`src/rtl/gate_unit.sv`:
```
// Two-stage bitwise logic unit: S1 captures operands, S2 presents the result
// with zero/parity flags. An optional accumulator can stand in for operand b.
module gate_unit #(
  parameter int WIDTH = 8,
  parameter int CNT_W = 16
) (
  input  logic             clk,
  input  logic             rst_n,
  input  logic             in_valid,
  output logic             in_ready,
  input  logic [WIDTH-1:0] a,
  input  logic [WIDTH-1:0] b,
  input  logic [2:0]       op,
  input  logic             acc_en,
  input  logic             acc_clr,
  output logic             out_valid,
  input  logic             out_ready,
  output logic [WIDTH-1:0] result,
  output logic             zero,
  output logic             parity,
  output logic [CNT_W-1:0] done_cnt
);

  localparam logic [CNT_W-1:0] CNT_MAX = '1;

  localparam logic [2:0] OP_AND  = 3'd0;
  localparam logic [2:0] OP_OR   = 3'd1;
  localparam logic [2:0] OP_NOTA = 3'd2;
  localparam logic [2:0] OP_NAND = 3'd3;
  localparam logic [2:0] OP_NOR  = 3'd4;
  localparam logic [2:0] OP_XOR  = 3'd5;
  localparam logic [2:0] OP_XNOR = 3'd6;
  localparam logic [2:0] OP_PASS = 3'd7;

  // Handshake: a beat moves on a port only at a rising edge where valid and
  // ready are both 1. valid never waits on ready; in_ready never looks at in_valid.

  logic             s1_valid_q, s1_valid_d;
  logic [WIDTH-1:0] s1_a_q, s1_a_d;
  logic [WIDTH-1:0] s1_b_q, s1_b_d;
  logic [2:0]       s1_op_q, s1_op_d;
  logic             s1_acc_en_q, s1_acc_en_d;

  logic             s2_valid_q, s2_valid_d;
  logic [WIDTH-1:0] result_q, result_d;
  logic             zero_q, zero_d;
  logic             parity_q, parity_d;

  logic [WIDTH-1:0] acc_q, acc_d;
  logic [CNT_W-1:0] cnt_q, cnt_d;

  logic             in_fire;
  logic             out_fire;
  logic             s1_adv;
  logic [WIDTH-1:0] opnd_b;
  logic [WIDTH-1:0] alu_res;

  assign in_ready = !s1_valid_q || !s2_valid_q || out_ready;

  always_comb begin
    in_fire  = in_valid && in_ready;
    out_fire = s2_valid_q && out_ready;
    s1_adv   = s1_valid_q && (!s2_valid_q || out_ready);
    opnd_b   = s1_acc_en_q ? acc_q : s1_b_q;
  end

  always_comb begin
    alu_res = s1_a_q;
    case (s1_op_q)
      OP_AND:  alu_res = s1_a_q & opnd_b;
      OP_OR:   alu_res = s1_a_q | opnd_b;
      OP_NOTA: alu_res = ~s1_a_q;
      OP_NAND: alu_res = ~(s1_a_q & opnd_b);
      OP_NOR:  alu_res = ~(s1_a_q | opnd_b);
      OP_XOR:  alu_res = s1_a_q ^ opnd_b;
      OP_XNOR: alu_res = ~(s1_a_q ^ opnd_b);
      OP_PASS: alu_res = s1_a_q;
      default: alu_res = s1_a_q;
    endcase
  end

  always_comb begin
    s1_valid_d  = s1_valid_q;
    s1_a_d      = s1_a_q;
    s1_b_d      = s1_b_q;
    s1_op_d     = s1_op_q;
    s1_acc_en_d = s1_acc_en_q;
    if (s1_adv) begin
      s1_valid_d = 1'b0;
    end
    if (in_fire) begin
      s1_valid_d  = 1'b1;
      s1_a_d      = a;
      s1_b_d      = b;
      s1_op_d     = op;
      s1_acc_en_d = acc_en;
    end
  end

  // S2 keeps its last result after draining so the outputs only change on a load.
  always_comb begin
    s2_valid_d = s2_valid_q;
    result_d   = result_q;
    zero_d     = zero_q;
    parity_d   = parity_q;
    if (out_fire) begin
      s2_valid_d = 1'b0;
    end
    if (s1_adv) begin
      s2_valid_d = 1'b1;
      result_d   = alu_res;
      zero_d     = (alu_res == '0);
      parity_d   = ^alu_res;
    end
  end

  // Clear beats a same-edge accumulator load.
  always_comb begin
    acc_d = acc_q;
    if (s1_adv && s1_acc_en_q) begin
      acc_d = alu_res;
    end
    if (acc_clr) begin
      acc_d = '0;
    end
  end

  always_comb begin
    cnt_d = cnt_q;
    if (out_fire && (cnt_q != CNT_MAX)) begin
      cnt_d = cnt_q + CNT_W'(1);
    end
  end

  always_ff @(posedge clk) begin
    if (!rst_n) begin
      s1_valid_q  <= 1'b0;
      s1_a_q      <= '0;
      s1_b_q      <= '0;
      s1_op_q     <= 3'd0;
      s1_acc_en_q <= 1'b0;
      s2_valid_q  <= 1'b0;
      result_q    <= '0;
      zero_q      <= 1'b1;
      parity_q    <= 1'b0;
      acc_q       <= '0;
      cnt_q       <= '0;
    end else begin
      s1_valid_q  <= s1_valid_d;
      s1_a_q      <= s1_a_d;
      s1_b_q      <= s1_b_d;
      s1_op_q     <= s1_op_d;
      s1_acc_en_q <= s1_acc_en_d;
      s2_valid_q  <= s2_valid_d;
      result_q    <= result_d;
      zero_q      <= zero_d;
      parity_q    <= parity_d;
      acc_q       <= acc_d;
      cnt_q       <= cnt_d;
    end
  end

  assign out_valid = s2_valid_q;
  assign result    = result_q;
  assign zero      = zero_q;
  assign parity    = parity_q;
  assign done_cnt  = cnt_q;

endmodule

```
`config.mk`:
```
export PLATFORM = sky130hd
export DESIGN_NAME = gate_unit
export DESIGN_NICKNAME = d
export VERILOG_FILES = /design/src/rtl/gate_unit.sv
export SDC_FILE = /design/constraint.sdc
export NUM_CORES = 1
export LEC_CHECK = 0
export ABC_AREA = 1
export CAP_MARGIN = 20
export CORE_MARGIN = 2
export CORE_UTILIZATION = 41
export DETAILED_ROUTE_END_ITERATION = 6
export MAX_ROUTING_LAYER = met4
export PLACE_DENSITY = 0.66
export SYNTH_ARGS = -nofsm -noshare
export SYNTH_HDL_FRONTEND = slang
export SYNTH_SLANG_ARGS = --single-unit
```
`constraint.sdc`:
```
create_clock -name clk -period 2.41 [get_ports clk]
set_input_delay 0.241 -clock clk [delete_from_list [all_inputs] [get_ports clk]]
set_output_delay 0.241 -clock clk [all_outputs]
set_load 0.005 [all_outputs]
```
==> results by group, run 1 <==
Logic synthesis
  • Post-Synthesis Cell Area: 3480 sq um
  • Register area share after synthesis: 0.322
  • Post-synth top area cell: dfxtp_1
  • YS warnings: 0
  • Netlist cell types: 28
  • Share of the synthesized area in the top cell type: 0.322
  • Commonest cells in the netlist: nand2_1, nor2_1, inv_1, dfxtp_1, o21ai_0
  • Syn Area/Cell: 6.37 sq um
  • Yosys reg bits: 56
  • Post-synth EDFFs: 0
  • Post-Syn Instances: 546
  • Syn Nets: slightly below 600
  • Dominant synthesized flop cell: dfxtp_1
  • Asr flop ratio synth: 0
  • Synth area leaders: dfxtp_1, nand2_1, nor2_1
  • Most common cell in the netlist: nand2_1

Power
  • Max IR drop VDD: 0.273 mV
  • Leakage: 1.95 nW
  • Total power divided by cell area: 494 nW/um^2

Cells and area
  • Final net count: 654
  • Multi-input logic area: 2150 sq um
  • Final Core Density: 0.547
  • Fin area: 4500 sq um
  • Filler Cell Count: ~810
  • Layout cells sized above 1: 0.136
  • Reg area: 1120 sq um
  • Diode count: 0
  • Area Overhead vs Synth: 29.3%

Floorplanning
  • Total die area: 9240 sq um
  • Io pins: 53
  • Initial Util: 0.423
  • Core area: 8220 sq um
  • Rows: 33
  • Die height: 96.1 microns
  • Chip width: approximately 96 microns

Worst setup path
  • Worst setup path category: reg2reg
  • Crit end category: flip-flop
  • CP top delay family: adder cells
  • Cell depth of the worst setup path: 14
  • CP required: ~2.6 ns
  • Critical path launch point type: flip-flop
  • Crit path largest cell delay: about 0.37 ns
  • Crit-path max FO: 15
  • Register-to-Register Path Depth: 14
  • Crit path cell chain: buf_12 -> nand2_2 -> o21ai_4 -> ha_1 -> inv_1 -> nand3_1 -> o21ai_1 -> nor2_2 -> and3_1 -> ha_1 -> xor2_1 -> xnor2_1 -> o21ai_1 -> inv_1
  • Crit path buf inv count: 3
  • Worst path slowest cell: dfxtp_4
  • Worst EP arrival: 2.48 ns

Global routing
  • Total grt overflow: 0
  • Antenna violations before repair: 0
  • Vias in the first global route: 3230
  • First-pass GRT wire length: 15.3 mm
  • All-Layer GR Usage: 0.220
  • Largest net degree at the start of global routing: 27

Status
  • Status: finished clean

Placed design
  • Post-DP HPWL: 6.92 mm
  • RD Place Congestion: about 0.9
  • Post-placement cell area: approximately 4200 sq um
  • IO Port Bufs: 52

Timing
  • # setup viols final: 0
  • Max_slew headroom: 0.619
  • Skew final: 0.00484 ns
  • Period utilization: 0.938
  • RSZ-0062 raised after global routing: true
  • Hold WS: 0.495 ns
  • Tightest Pin Transition: 0.569 ns
  • Hold Violations, Final: 0
  • Max Clock Freq: 442 MHz
  • TNS Setup: 0 ns
  • Max-slew violation count: 0
  • Fin crit period: 2.26 ns

Detailed routing
  • 1st-iter DRT viols: 136
  • DR vias: ~3500
  • Final WL: 9.45 mm
  • Iteration count of the initial detailed-routing pass: 5
  • DRC violation count after routing: 0
  • Antenna-violating nets left: 0
  • Post-DR wirelength/cell: ~13 microns
  • Vias per cell: 4.96

Clocking
  • Worst-path clk slew: ~0.11 ns
  • Clock latency on the worst-skew pair: 0.31 ns
  • CTS Buf Count: 5
  • Clock sinks: between 50 and 60
  • Htree depth: 2
  • CTS tree: yes
  • CTS root buffer: clkbuf_8
  • Max clock buf depth: 2

Min path
  • Hold-critical path depth: 2
  • Min-delay worst type: reg2reg

Flow run
  • Max-Cap Viols: 0
## kinds of logic after synthesis
group,count (synthesis),share of synthesized area
AND/OR/NAND/NOR,276,0.340
buffers and inverters,101,0.117
flip-flops,56,0.322
adder cells (fa/ha/maj),21,0.0755
XOR/XNOR,9,0.0227
AO/OA/AOI/OAI,83,0.122
## worst paths after layout
| kind | start | endpoint | slack (ns) |
|---|---|---|---|
| hold reg to reg | s1_valid_q$_SDFFE_PN0P_ | out_valid$_SDFFE_PN0P_ | 0.49 |
| setup / recovery | s1_acc_en_q$_SDFFE_PN0P_ | parity$_SDFFE_PN0P_ | 0.15 |
| hold / removal | s1_valid_q$_SDFFE_PN0P_ | out_valid$_SDFFE_PN0P_ | 0.49 |
| setup reg to reg | s1_acc_en_q$_SDFFE_PN0P_ | parity$_SDFFE_PN0P_ | 0.15 |
## cell usage in the layout (no fill, tap or decap), drive strengths merged, types with 4 or more instances in the layout
master,instances
a21oi,36
nor2,86
ha,21
nand2,133
xor2,4
buf,19
clkdlybuf4s50,52
nand4,27
o21ai,46
dfxtp,56
nand3,17
xnor2,5
nor3,4
inv,84
clkinv,4
and3,7
clkbuf,5
## where the power goes
part           switching (W)  total [W]  internal (W)
Sequential         0.0000424    0.00101      0.000972
Clock               0.000333   0.000543      0.000210
Combinational       0.000351   0.000665      0.000314
Total               0.000727    0.00222       0.00150
## per-layer routing
metal | vias up | share of wire | global-route usage
met4 | 0 | 0.016 | 0.0690
li1 | 1862 | - | -
met1 | 1581 | 0.50 | 0.300
met2 | 90 | 0.43 | 0.337
met3 | 10 | 0.052 | 0.0305
met5 | - | 0 | -
## worst min-delay path: stages, from the launching register on
cell	delay, ns
dfxtp_1	0.32
inv_1	0.07
a21oi_1	0.07
## layout make-up
type / instances / area share
multi-input cells: 389 / 0.479
flip-flops and latches: 56 / 0.250
repair buffers: 71 / 0.150
inverters: 85 / 0.0715
well taps: 105 / 0.0292
clock buffers: 5 / 0.0153
clock inverters: 3 / 0.00501
## metrics by stage
step | setup WS [ns] | cells | power (W)
after floorplan | 0.0687 | 546 | 0.00138
after global placement | -0.0412 | 702 | 0.00156
after detailed placement | -0.0463 | 702 | 0.00157
after CTS | 0.0259 | 710 | 0.00212
after global routing | -0.0557 | 714 | 0.00236
final | 0.149 | 714 | 0.00222
## flip-flops by register name, indices dropped and copies added (netlist names)
signal / count
done_cnt: 16
acc_q: 8
result: 8
s1_a_q: 8
s1_b_q: 8
s1_op_q: 3
out_valid: 1
parity: 1
s1_acc_en_q: 1
s1_valid_q: 1
zero: 1
## timing repair
action,4_1_cts,5_1_grt
cloned,0,0
hold buffers,0,0
gates resized for setup,5,57
setup buffers,0,4
endpoints found under the setup margin,1,1
pin swaps,0,17
No activity file was read; power rests on OpenSTA's default activity.
==> run 2: changes to the inputs <==
--- a/config.mk
+++ b/config.mk
@@ -7,6 +7,7 @@
 export LEC_CHECK = 0
 export ABC_AREA = 1
 export CAP_MARGIN = 20
+export CORE_ASPECT_RATIO = 1.2
 export CORE_MARGIN = 2
 export CORE_UTILIZATION = 41
 export DETAILED_ROUTE_END_ITERATION = 6
==> results by group, run 2 (same netlist as run 1, synthesis figures left out) <==
Power
  • P_sw: 0.000675 W (-7.1%)
  • Total power: 0.00216 W (-2.7%)
  • Clk pwr share: 0.247 (+0.003)
  • Max IR drop VDD: 0.255 mV (-6.7%)
  • Leakage: 1.93 nW (-1.0%)
  • Gate power share: 0.285 (-0.014)
  • Sequential share of power: 0.467 (+0.011)
  • Switch share: 0.312 (-0.0149)
  • Pint: 0.00149 W (-0.58%)
  • Total power divided by cell area: 494 nW/um^2 (-0.11%)

Detailed routing
  • Final WL: 9.18 mm (-2.9%)
  • Vias per cell: 4.92 (-0.80%)
  • Iteration count of the initial detailed-routing pass: 5 (unchanged)
  • Metal3 WL: 340 microns (-31%)
  • Post-DR wirelength/cell: 12.7 microns (-3.8%)
  • 1st-iter DRT viols: 177 (+30%)
  • Routed wl met2: 4.77 mm (+17%)
  • Metal-1 WL: 3.94 mm (-17%)
  • Highest routed layer: met4
  • DR vias: 3549 (+0.17%)
  • DRC violation count after routing: 0 (unchanged)
  • Antenna-violating nets left: 0 (unchanged)

Placed design
  • IO Port Bufs: 52 (unchanged)
  • RD Place Congestion: 0.916 (about the same)
  • Post-DP HPWL: 6.89 mm (-0.53%)

Floorplanning
  • Initial Util: 0.424 (+0.000970)
  • Total die area: 9240 sq um (about the same)
  • Io pins: 53 (unchanged)
  • Rows: 36 (+9.1%)
  • Core area: 8200 sq um (-0.23%)
  • Chip width: 88.1 microns (-8.4%)
  • Die height: 105 microns (+9.1%)

Clocking
  • CTS Hold Bufs: 0 (unchanged)
  • CTS Buf Count: 5 (unchanged)
  • Worst-path clk slew: 0.10 ns (about the same)
  • Max clock buf depth: 2 (unchanged)
  • Clock latency on the worst-skew pair: 0.31 ns (about the same)
  • CTS root buffer: clkbuf_8
  • CTS tree: yes
  • Htree depth: 2 (unchanged)
  • Clock sinks: 56 (unchanged)

Worst setup path
  • Worst EP arrival: 2.48 ns (about the same)
  • CP top delay family: simple AND/OR/NAND/NOR gates
  • Crit end category: flip-flop
  • Crit path buf inv count: 3 (unchanged)
  • R2r startpoint: s1_acc_en_q$_SDFFE_PN0P_
  • Critical path startpoint: s1_acc_en_q$_SDFFE_PN0P_
  • Worst path slowest cell: dfxtp_2
  • Crit path largest cell delay: 0.36 ns (about the same)
  • Crit path cell chain: inv_1 -> or2_2 -> o21ai_2 -> ha_1 -> inv_1 -> nand3_1 -> nand2_1 -> nor2_1 -> nand2_1 -> nand2_1 -> ha_1 -> xor2_1 -> xnor2_1 -> o21ai_1 -> inv_1
  • Crit-path max FO: 3 (-12)
  • Worst setup path category: reg2reg
  • CP required: 2.62 ns (about the same)
  • Critical path launch point type: flip-flop

Global routing
  • Total grt overflow: 0 (unchanged)
  • Vias in the first global route: 3257 (+0.84%)
  • Largest net degree at the start of global routing: 33 (+22%)
  • All-Layer GR Usage: 0.209 (-0.0114)
  • First-pass GRT wire length: 15.1 mm (-1.6%)
  • Antenna violations before repair: 0 (unchanged)

Timing
  • Max_slew headroom: 0.634 (+0.0154)
  • # setup viols final: 0 (unchanged)
  • Max-slew violation count: 0 (unchanged)
  • Skew final: 0.00814 ns (+0.00331 ns)
  • Fin crit period: 2.27 ns (+0.00644 ns)
  • Max Clock Freq: 441 MHz (-0.28%)
  • Hold Violations, Final: 0 (unchanged)
  • Hold WS: 0.475 ns (-0.0203 ns)
  • TNS Setup: 0 ns (unchanged)
  • Period utilization: 0.941 (+0.00267)
  • Tightest Pin Transition: 0.546 ns (-0.0230 ns)
  • RSZ-0062 raised after global routing: false

Cells and area
  • Area Overhead vs Synth: 25.9%
  • Commonest non-fill, non-tap cell in the layout: nand2_1
  • Layout cells sized above 1: 0.0939 (-0.0424)
  • Final Core Density: 0.534 (-0.0131)
  • Final net count: 653 (-0.15%)
  • Diode count: 0 (unchanged)
  • Most frequent cells in the layout: nand2_1, inv_1, nor2_1
  • Number of flip-flops under the largest register name: 16 (unchanged)

Min path
  • Worst Hold Launch: s1_valid_q$_SDFFE_PN0P_
  • Min-delay worst type: reg2reg

Flow run
  • Max-Cap Viols: 0 (unchanged)

Status
  • Status: finished clean
run 2: cell count changes in the layout (fill, tap and decap cells not counted), sizes merged:
cell,delta
clkbuf,+1
buf,-1
inv,-1
clkinv,-1
run 2: routing by layer:
| metal | global-route usage | vias up |
|---|---|---|
| li1 | - | 1849 |
| met1 | 0.246 | 1598 |
| met2 | 0.367 | 90 |
| met3 | 0.0269 | 12 |
| met4 | 0.0584 | 0 |
| met5 | - | - |
run 2: layout make-up:
| class | count | area [sq um] |
|---|---|---|
| clock buffers | 6 | 82.6 |
| well taps | 114 | 143 |
| repair buffers | 70 | 663 |
| inverters | 85 | 319 |
| multi-input cells | 389 | 2040 |
| flip-flops and latches | 56 | 1120 |
| clock inverters | 1 | 8.76 |
| fillers | 848 | 3820 |
run 2: power by group through the flow:
stage	Clock [W]	Combinational [W]	Sequential, W
2_1_floorplan	0	0.000360	0.00102
3_5_place_dp	0	0.000554	0.00103
4_1_cts	0.000561	0.000561	0.00101
5_1_grt	0.000589	0.000690	0.00102
6_report	0.000535	0.000617	0.00101
3_3_place_gp	0	0.000546	0.00103
run 2: stage by stage:
step / setup WS, ns / instances / area [sq um]
3_5_place_dp: -0.196 / 714 / 4190
6_report: 0.142 / 721 / 4380
3_3_place_gp: -0.166 / 714 / 4190
5_1_grt: 0.0169 / 721 / 4380
2_1_floorplan: 0.0687 / 546 / 3480
4_1_cts: 0.0136 / 721 / 4280
run 2: worst register-to-register path: stages (launching register included):
cell,delay [ns]
dfxtp_2,0.36
inv_1,0.05
or2_2,0.27
o21ai_2,0.10
ha_1,0.26
inv_1,0.08
nand3_1,0.08
nand2_1,0.06
nor2_1,0.04
nand2_1,0.05
nand2_1,0.08
ha_1,0.30
xor2_1,0.17
xnor2_1,0.12
o21ai_1,0.11
inv_1,0.05
run 2: final timing paths:
| path | slack (ns) | endpoint | cells past startpoint |
|---|---|---|---|
| max reg2reg | 0.14 | parity$_SDFFE_PN0P_ | 15 |
| min reg2reg | 0.47 | out_valid$_SDFFE_PN0P_ | 2 |
| max | 0.14 | parity$_SDFFE_PN0P_ | 15 |
| min | 0.47 | out_valid$_SDFFE_PN0P_ | 2 |
run 2: repair_timing:
item / CTS / global route
setup buffers: 0 / 0
pin swaps: 0 / 3
setup endpoints to repair: 1 / 1
gates resized for setup: 5 / 26
==> run 3: changes to the inputs <==
--- a/config.mk
+++ b/config.mk
@@ -6,13 +6,15 @@
 export NUM_CORES = 1
 export LEC_CHECK = 0
 export ABC_AREA = 1
+export ABC_CLOCK_PERIOD_IN_PS = 2410
 export CAP_MARGIN = 20
 export CORE_ASPECT_RATIO = 1.2
 export CORE_MARGIN = 2
-export CORE_UTILIZATION = 41
+export CORE_UTILIZATION = 49
 export DETAILED_ROUTE_END_ITERATION = 6
 export MAX_ROUTING_LAYER = met4
-export PLACE_DENSITY = 0.66
+export PLACE_DENSITY = 0.76
 export SYNTH_ARGS = -nofsm -noshare
 export SYNTH_HDL_FRONTEND = slang
 export SYNTH_SLANG_ARGS = --single-unit
+export TNS_END_PERCENT = 50
==> results by group, run 3 (same netlist as run 1, synthesis figures left out) <==
Status
  • Status: finished clean

Power
  • Leakage: 1.94 nW (+0.46%)
  • Total power divided by cell area: 503 nW/um^2 (+1.9%)
  • Max IR drop VDD: 0.349 mV (+37%)

Global routing
  • Antenna violations before repair: 0 (unchanged)
  • Vias in the first global route: 3306 (+1.5%)
  • All-Layer GR Usage: 0.252 (+0.0436)
  • First-pass GRT wire length: 14.7 mm (-2.4%)
  • Largest net degree at the start of global routing: 30 (-9.1%)
  • Total grt overflow: 0 (unchanged)

Cells and area
  • Diode count: 0 (unchanged)
  • Number of flip-flops under the largest register name: 16 (unchanged)
  • Commonest non-fill, non-tap cell in the layout: nand2_1
  • Final net count: 652 (-0.15%)
  • Layout cells sized above 1: 0.101 (+0.00676)
  • Area Overhead vs Synth: 26.3%
  • Most frequent cells in the layout: nand2_1, inv_1, nor2_1
  • Final Core Density: 0.641 (+0.107)

Worst setup path
  • Most used cell, CP: inv_1
  • Crit end category: flip-flop
  • CP required: 2.63 ns (about the same)
  • Worst path slowest cell: dfxtp_4
  • Crit-path max FO: 6 (+3)
  • Crit path largest cell delay: 0.42 ns (+0.06 ns)
  • Crit path cell chain: inv_1 -> or2_2 -> o21ai_2 -> ha_1 -> inv_1 -> nand3_1 -> nand2_1 -> nor2_1 -> nand2_1 -> nand2_2 -> ha_4 -> xor2_2 -> xnor2_1 -> o21ai_1 -> inv_1
  • Worst setup path category: reg2reg
  • Worst EP arrival: 2.51 ns (+0.03 ns)
  • Critical path launch point type: flip-flop
  • Register-to-Register Path Depth: 15 (unchanged)

Floorplanning
  • Initial Util: 0.508 (+0.0832)
  • Die height: 96.3 microns (-8.2%)
  • Core area: 6850 sq um (-16%)
  • Chip width: 80.9 microns (-8.1%)
  • Rows: 33 (-8.3%)
  • Total die area: 7790 sq um (-16%)
  • Io pins: 53 (unchanged)

Detailed routing
  • Antenna-violating nets left: 0 (unchanged)
  • Vias per cell: 5.16 (+4.7%)
  • DRC violation count after routing: 0 (unchanged)
  • 1st-iter DRT viols: 181 (+2.3%)
  • Post-DR wirelength/cell: 13.3 microns (+4.2%)
  • Final WL: 9.20 mm (+0.17%)
  • DR vias: 3573 (+0.68%)
  • Iteration count of the initial detailed-routing pass: 4 (-1)

Clocking
  • Clock latency on the worst-skew pair: 0.32 ns (about the same)
  • Worst-path clk slew: 0.11 ns (about the same)
  • Clock sinks: 56 (unchanged)
  • CTS Buf Count: 5 (unchanged)
  • CTS root buffer: clkbuf_8
  • CTS tree: yes
  • Htree depth: 2 (unchanged)
  • Max clock buf depth: 2 (unchanged)

Placed design
  • Post-place setup slack: -0.129 ns (+0.0671 ns)
  • RD Place Congestion: 0.958 (+4.6%)
  • IO Port Bufs: 52 (unchanged)
  • Post-DP HPWL: 6.96 mm (+1.0%)

Timing
  • Max_slew headroom: 0.620 (-0.0138)
  • Final WS setup: 0.120 ns (-0.0227 ns)
  • # setup viols final: 0 (unchanged)
  • Max-slew violation count: 0 (unchanged)
  • Max Clock Freq: 437 MHz (-0.99%)
  • Period utilization: 0.950 (+0.00940)
  • Skew final: 0.00897 ns (+0.000830 ns)
  • Fin crit period: 2.29 ns (+0.0227 ns)
  • Hold Violations, Final: 0 (unchanged)
  • Tightest Pin Transition: 0.566 ns (+0.0205 ns)

Min path
  • Min-delay worst type: reg2reg
  • Hold-critical path depth: 2 (unchanged)

Flow run
  • Max-Cap Viols: 0 (unchanged)
## run 3: cell types whose count changed in the layout (fill, tap and decap cells not counted), sizes merged
| cell | previous run | this run |
|---|---|---|
| buf | 18 | 16 |
| clkbuf | 6 | 7 |
## run 3: path summary, 6_finish.rpt
path,start,endpoint,slack [ns]
worst min register to register,s1_valid_q$_SDFFE_PN0P_,out_valid$_SDFFE_PN0P_,0.49
worst max-delay path,s1_acc_en_q$_SDFFE_PN0P_,parity$_SDFFE_PN0P_,0.12
worst min-delay path,s1_valid_q$_SDFFE_PN0P_,out_valid$_SDFFE_PN0P_,0.49
worst max register to register,s1_acc_en_q$_SDFFE_PN0P_,parity$_SDFFE_PN0P_,0.12
## run 3: critical path, delay by kind of cell, from the launching register on
| family | cells | cell delay, ns |
|---|---|---|
| AO/OA/AOI/OAI | 2 | 0.19 |
| XOR/XNOR | 2 | 0.29 |
| adder cells (fa/ha/maj) | 2 | 0.47 |
| buffers and inverters | 3 | 0.19 |
| flip-flops | 1 | 0.42 |
| AND/OR/NAND/NOR | 6 | 0.65 |
## run 3: stage by stage
step | hold slack, ns | std cells | instance area (sq um) | total power [W] | TNS, ns
after floorplan | 0.379 | 546 | 3480 | 0.00138 | 0
after global placement | 0.455 | 685 | 4140 | 0.00157 | -0.129
after detailed placement | 0.472 | 685 | 4140 | 0.00158 | -0.129
after CTS | 0.486 | 692 | 4240 | 0.00212 | 0
after global routing | 0.545 | 693 | 4390 | 0.00234 | -0.0395
final | 0.486 | 693 | 4390 | 0.00221 | 0
## run 3: routing by layer
metal / up-vias / wire, microns / global-route usage
li1: 1851 / - / -
met1: 1596 / 3760 / 0.282
met2: 105 / 4790 / 0.457
met3: 21 / 435 / 0.0338
met4: 0 / 212 / 0.0904
met5: - / 0 / -
## run 3: final cells by class
| type | count | area, sq um |
|---|---|---|
| inverters | 85 | 319 |
| clock buffers | 6 | 82.6 |
| flip-flops and latches | 56 | 1120 |
| repair buffers | 69 | 673 |
| clock inverters | 1 | 8.76 |
| well taps | 87 | 109 |
| fillers | 679 | 2460 |
| multi-input cells | 389 | 2080 |
## run 3: repair_timing
action / CTS / global route
pin swaps: 0 / 6
hold buffers: 0 / 0
setup buffers: 0 / 0
endpoints found under the setup margin: 1 / 1
gates cloned: 0 / 1
gates resized for setup: 4 / 33
## run 3: report_power, final
group          internal, W  switching [W]  leakage [nW]  total, W
Sequential        0.000972      0.0000382         0.460   0.00101
Clock             0.000231       0.000321        0.0473  0.000551
Combinational     0.000308       0.000341          1.43  0.000649
Total              0.00151       0.000700          1.94   0.00221
